## src/rtl/fetch_stage.sv

```systemverilog
// fetch_stage
//   Instruction-fetch control between the PC register and decode. Issues one
//   request at a time to instruction memory (req/ack, variable latency), steers
//   the PC register, and queues fetched {instr, pc} pairs in a 2-entry
//   valid/ready buffer toward decode. A redirect flushes the buffer. If a
//   request is still in flight at that point, its response is dropped.
//
//   Optional build macro: FETCH_PERF_EN adds saturating perf counters
//   perf_stall_cycles (cycles spent in HOLD) and perf_drops (discarded
//   responses).
//
// Ports
//   clk, clr            clock (rising edge), async active-low reset
//   pc                  current PC from the PC register
//   pc_next, pc_load    next PC value and load enable for the PC register
//   imem_req/addr       memory request and address
//   imem_ack/rdata      memory response; ack completes the request
//   redirect/_pc        one-cycle flush pulse and its target
//   if_valid/instr/pc   buffer head toward decode
//   id_ready            decode accepts the head when if_valid && id_ready
module fetch_stage #(
  parameter int unsigned N       = 32,
  parameter int unsigned INSTR_W = 32,
  parameter int unsigned PC_INC  = 4
) (
  input  logic               clk,
  input  logic               clr,
  input  logic [N-1:0]       pc,
  output logic [N-1:0]       pc_next,
  output logic               pc_load,
  output logic               imem_req,
  output logic [N-1:0]       imem_addr,
  input  logic               imem_ack,
  input  logic [INSTR_W-1:0] imem_rdata,
  input  logic               redirect,
  input  logic [N-1:0]       redirect_pc,
  output logic               if_valid,
  output logic [INSTR_W-1:0] if_instr,
  output logic [N-1:0]       if_pc,
  input  logic               id_ready
`ifdef FETCH_PERF_EN
  ,
  output logic [31:0]        perf_stall_cycles,
  output logic [31:0]        perf_drops
`endif
);

  typedef enum logic [1:0] {IDLE, REQ, HOLD, DROP} state_t;

  state_t             state;
  logic [N-1:0]       addr_q;
  logic [1:0]         count;
  logic [1:0]         count_nx;
  logic [INSTR_W-1:0] instr0, instr1;
  logic [N-1:0]       pc0, pc1;
  logic               push;
  logic               pop;
  logic               wr_slot;

  // Request side depends only on the registered state.
  always_comb begin
    imem_req  = (state == REQ) || (state == DROP);
    imem_addr = (state == REQ) ? pc : addr_q;
  end

  always_comb begin
    pop  = (count != 2'd0) && id_ready;
    push = (state == REQ) && imem_ack && !redirect;
    // After an optional pop shifts slot 1 into slot 0, the new entry lands
    // at index (count - pop).
    wr_slot = (count == 2'd2) || ((count == 2'd1) && !pop);
    if (redirect)
      count_nx = 2'd0;
    else
      count_nx = count + {1'b0, push} - {1'b0, pop};
  end

  // PC register steering is combinational so the new PC lands on the same
  // edge that completes the request; held quiet while reset is asserted.
  always_comb begin
    pc_load = 1'b0;
    pc_next = '0;
    if (clr) begin
      if (redirect) begin
        pc_load = 1'b1;
        pc_next = redirect_pc;
      end else if (push) begin
        pc_load = 1'b1;
        pc_next = pc + N'(PC_INC);
      end
    end
  end

  always_ff @(posedge clk or negedge clr) begin
    if (!clr) begin
      state  <= IDLE;
      addr_q <= '0;
      count  <= '0;
      instr0 <= '0;
      instr1 <= '0;
      pc0    <= '0;
      pc1    <= '0;
    end else begin
      // A redirect forces count_nx to 0, so "count_nx < 2" also covers the
      // redirect cases for REQ+ack and HOLD.
      case (state)
        IDLE: state <= REQ;
        REQ: begin
          if (imem_ack)
            state <= (count_nx < 2'd2) ? REQ : HOLD;
          else if (redirect)
            state <= DROP;
        end
        HOLD: begin
          if (count_nx < 2'd2)
            state <= REQ;
        end
        DROP: begin
          if (imem_ack)
            state <= REQ;
        end
      endcase

      // Captured every REQ cycle so DROP can keep presenting the in-flight
      // address after the PC register has moved to the redirect target.
      if (state == REQ)
        addr_q <= pc;

      count <= count_nx;

      if (!redirect) begin
        if (pop) begin
          instr0 <= instr1;
          pc0    <= pc1;
        end
        if (push) begin
          if (wr_slot) begin
            instr1 <= imem_rdata;
            pc1    <= pc;
          end else begin
            instr0 <= imem_rdata;
            pc0    <= pc;
          end
        end
      end
    end
  end

  always_comb begin
    if_valid = (count != 2'd0);
    if_instr = instr0;
    if_pc    = pc0;
  end

`ifdef FETCH_PERF_EN
  always_ff @(posedge clk or negedge clr) begin
    if (!clr) begin
      perf_stall_cycles <= '0;
      perf_drops        <= '0;
    end else begin
      if ((state == HOLD) && (perf_stall_cycles != '1))
        perf_stall_cycles <= perf_stall_cycles + 32'd1;
      if (imem_ack && ((state == DROP) || ((state == REQ) && redirect)) &&
          (perf_drops != '1))
        perf_drops <= perf_drops + 32'd1;
    end
  end
`endif

  // The issue rule (count + outstanding <= 2) makes a push into a full
  // buffer without a matching pop unreachable.
  a_no_overflow: assert property (@(posedge clk) disable iff (!clr)
    !(push && !pop && (count == 2'd2)));

  a_drop_addr_stable: assert property (@(posedge clk) disable iff (!clr)
    ((state == DROP) && !imem_ack) |=> ((state == DROP) && $stable(addr_q)));

endmodule

```

## config.mk

```make
export PLATFORM = sky130hd
export DESIGN_NAME = fetch_stage
export DESIGN_NICKNAME = d
export VERILOG_FILES = /design/src/rtl/fetch_stage.sv
export SDC_FILE = /design/constraint.sdc
export NUM_CORES = 1
export LEC_CHECK = 0
export CAP_MARGIN = 10
export CORE_MARGIN = 8
export CORE_UTILIZATION = 45
export CTS_CLUSTER_DIAMETER = 100
export DETAILED_ROUTE_END_ITERATION = 8
export GPL_TIMING_DRIVEN = 0
export PLACE_DENSITY = 0.88
export SYNTH_ARGS = -nofsm -noshare
export SYNTH_HDL_FRONTEND = slang
export SYNTH_SLANG_ARGS = --single-unit
```

## constraint.sdc

```tcl
create_clock -name clk -period 6 [get_ports clk]
set_input_delay 1.2 -clock clk [delete_from_list [all_inputs] [get_ports clk]]
set_output_delay 1.2 -clock clk [all_outputs]
set_load 0.05 [all_outputs]
```

==> qor.csv <==
stage,metric,value,unit
setup_path,crit-path max FO,9,
floorplanning,core area,0.01647,mm²
setup_path,cell-by-cell trace of the critical path,clkdlybuf4s50_1 -> ha_1 -> nand2_1 -> nor3_4 -> nand4_1 -> xor2_1 -> o21ai_0 -> clkdlybuf4s50_1,
synthesis,#FFs+latches synth,164,
final_layout,ant diodes,0,
sta,RSZ-0062 raised after global routing,false,
final_layout,multi-input combinational cell area,0.003126,mm²
setup_path,Slowest Stage Delay on Critical Path,0.83,ns
synthesis,simple-gate share of the synthesized area,13.77,%
synthesis,complex-gate fraction of the synthesized area,9.825,%
place,hpwl dp,15950,µm
final_layout,Nets,1030,
clock_network,# Post-CTS Setup Buffers,0,
synthesis,synth unique cells,41,
synthesis,yosys warns,0,
setup_path,WP data arrival,4.07,ns
synthesis,Post-synth ARST share,100.0,%
sta,Final TNS setup,0,ns
synthesis,Synth area leaders,"dfrtp_1, mux2_2, nand2_1",
clock_network,Root Driver,clkbuf_16,
route,Avg WL per Cell,18.65,µm
clock_network,H-tree levels,4,
setup_path,RR Startpoint,count[1]$_DFF_PN0_,
pwr,sw frac,42.84,%
final_layout,Final Cell Area,0.01072,mm²
sta,"Setup violations, final",0,
min_path,Hold Crit Class,reg2reg,
synthesis,most common cell in the netlist,dfrtp_1,
synthesis,Post-Synth Adder-Cell Area,0.4988,%
sta,Final Hold Vio Count,0,
place,port bufs,227,
global_routing,vias in the first global route,6370,
synthesis,xor/xnor share of the synthesized area,3.375,%
synthesis,syn nets,783,
setup_path,Worst path slowest cell,clkdlybuf4s50_1,
global_routing,Total GRT Usage,20.43,%
setup_path,reg2reg end,state[1]$_DFFE_PN0P_,
floorplanning,DIE AREA,0.02112,mm²
pwr,Power Density,547.7,mW/mm²
floorplanning,initial core utilization,45.71,%
route,router iterations before antenna repair,4,
floorplanning,Die X,145.3,µm
route,final wirelength,21580,µm
pwr,total chip power,5.869,mW
floorplanning,die span in y,145.3,µm
pwr,sequential power share,31.7,%
clock_network,cts hold-fix bufs,0,
pwr,NetSw,2.514,mW
synthesis,cell taking the most area after synthesis,dfrtp_1,
min_path,cell count of the worst hold path,2,
sta,crit share post-route,87.89,%
place,Routability Congestion,0.7767,
synthesis,mux share of post-synthesis cell area,14.06,%
route,Vias/cell,5.209,
global_routing,first-pass GRT wire length,34490,µm
global_routing,GRT met2 Usage,35.37,%
setup_path,WP data required,4.80,ns
flow_run,Max Cap Viol,0,
clock_network,CTS tree,yes,
route,vias,6027,
pwr,internal power,3.354,mW
sta,Tmin final,5.274,ns
clock_network,clock buffer count from CTS,17,
pwr,Comb power frac,49.0,%
synthesis,Post-synth top cells,"dfrtp_1, nand2_1, mux2_2",
setup_path,Worst Path Buf+Inv,2,
route,DRT iter0 DRCs,243,
pwr,VDD IR max,0.2851,mV
pwr,Clk pwr share,19.3,%
setup_path,Setup Crit Path Kind,in2out,
global_routing,busiest grt layer,met2,
synthesis,register area share after synthesis,54.53,%
clock_network,worst-skew pair later-pin latency,0.42,ns
place,Cells after DPL,1127,
synthesis,Mapped Avg Cell Area,11.08,µm²
global_routing,met1 GRT Util,24.20,%
sta,Slew headroom,44.08,%
floorplanning,row count,47,
setup_path,Reg2Reg Depth,10,
final_layout,Fill cells,1315,
synthesis,Synth Instances,679,
synthesis,"Primary FF master, synth",dfrtp_1,
clock_network,Resized cells post-CTS,0,
global_routing,antenna violations before repair,0,
synthesis,post-synth top area share,54.53,%
sta,clock skew,0.01407,ns
setup_path,Crit. End Element,output port,
route,"antenna viol nets, final",0,
min_path,Hold EP,if_instr[16]$_DFFE_PN0N_,
synthesis,number of synthesized flops with an enable pin,0,
clock_network,clock-pin transition on the worst setup and hold timing paths,0.07,ns
final_layout,FF+latch area,0.004104,mm²
global_routing,met3 Usage GRT,5.348,%
synthesis,Mapped Area,0.007526,mm²
sta,Max Slew Vio Count,0,
sta,Slew @ Worst Pin,0.8373,ns
final_layout,fin cells,1157,
route,drc violations,0,
clock_network,CTS Buffer Depth,2,
global_routing,largest net degree at the start of global routing,118,
setup_path,cell family contributing the most delay on the critical path,buffers and inverters,
place,placed instance area,0.01011,mm²
setup_path,crit path launch type,primary input,
floorplanning,Boundary Pins,232,
pwr,Leakage Power,4.682,nW
global_routing,gr ovfl total,0,
final_layout,Area Growth Syn to Fin,42.39,%
clock_network,clk sinks,164,
min_path,worst min-delay path startpoint,if_instr[16]$_DFFE_PN0N_,
sta,Max Fclk,189.6,MHz
setup_path,Most common cell on crit path,clkdlybuf4s50_1,
final_layout,share of layout cells above drive strength 1,17.82,%
setup_path,r2r setup slk,3.59,ns
status,status,finished clean,
synthesis,main combinational cell family by area after synthesis,multiplexers,
tightest hold or removal path: stages, from the launching register on:
cell,delay [ns]
dfrtp_1,0.34
nand2_1,0.05
nand2_1,0.04
logic make-up (layout without fill, tap and decap cells):
logic type / after synthesis / count (layout)
AND/OR/NAND/NOR: 229 / 229
flip-flops: 164 / 164
AO/OA/AOI/OAI: 109 / 109
multiplexers: 94 / 94
buffers and inverters: 51 / 309
XOR/XNOR: 29 / 29
adder cells (fa/ha/maj): 3 / 3
per-stage QoR:
stage / setup slack [ns] / hold slack, ns / util [%]
after floorplan: 1.587 / 0.4507 / -
after global placement: -4.916 / 0.4490 / 61.18
after detailed placement: 0.7373 / 0.4551 / 61.38
after CTS: 0.7439 / 0.4691 / 65.08
after global routing: 0.5434 / 0.4907 / 65.08
final: 0.7264 / 0.4637 / 65.08
worst max path at each step:
stage / from / end / slack, ns / cells past startpoint
after global routing: pc[2] / pc_next[20] / 0.54 / 8
final: pc[2] / pc_next[30] / 0.73 / 8
after CTS: pc[2] / pc_next[30] / 0.74 / 8
after global placement: clr / pc_next[12] / -4.92 / 5
after detailed placement: pc[2] / pc_next[30] / 0.74 / 8
after floorplan: pc[13] / pc_next[30] / 1.59 / 6
power groups by stage:
stage	Combinational, mW	Sequential (mW)	Clock (mW)
2_1_floorplan	1.16	2.59	0
3_3_place_gp	2.84	1.84	0
3_5_place_dp	2.90	1.88	0
4_1_cts	2.91	1.86	1.15
5_1_grt	3.04	1.92	1.20
6_report	2.88	1.86	1.13
area by class of cell:
type | count | share of cell area (%)
clock buffers | 18 | 4.005
plain buffers | 44 | 2.522
inverters | 7 | 0.2452
clock inverters | 12 | 1.693
well taps | 220 | 2.569
repair buffers | 228 | 21.51
multi-input cells | 464 | 29.17
flip-flops and latches | 164 | 38.30
cells in the final DEF, fill, tap and decap left out, drive strengths merged, types with 2 or more instances in the layout:
cell,instances
xor2,21
or2,2
nand2,139
nor2,35
dfrtp,164
nor3,7
ha,3
nor2b,12
a22oi,62
and2,3
and3,3
clkbuf,27
o22ai,12
a21o,2
nand4,9
and4,2
bufinv,4
clkinv,2
clkdlybuf4s50,226
mux2,94
clkinvlp,4
inv,9
o21ai,28
xnor2,8
nand3,13
buf,36
per-layer routing:
metal | wire, µm | up-vias
met3 | 1352 | 20
met4 | 349 | 0
li1 | - | 2864
met5 | 0 | -
met1 | 8732 | 2961
met2 | 11140 | 182
sequential cells by signal, indices dropped and copies added (netlist names):
signal,flops
count,2
instr1,32
if_pc,32
pc1,32
addr_q,32
state,2
if_instr,32
No activity file was read; power rests on OpenSTA's default activity.
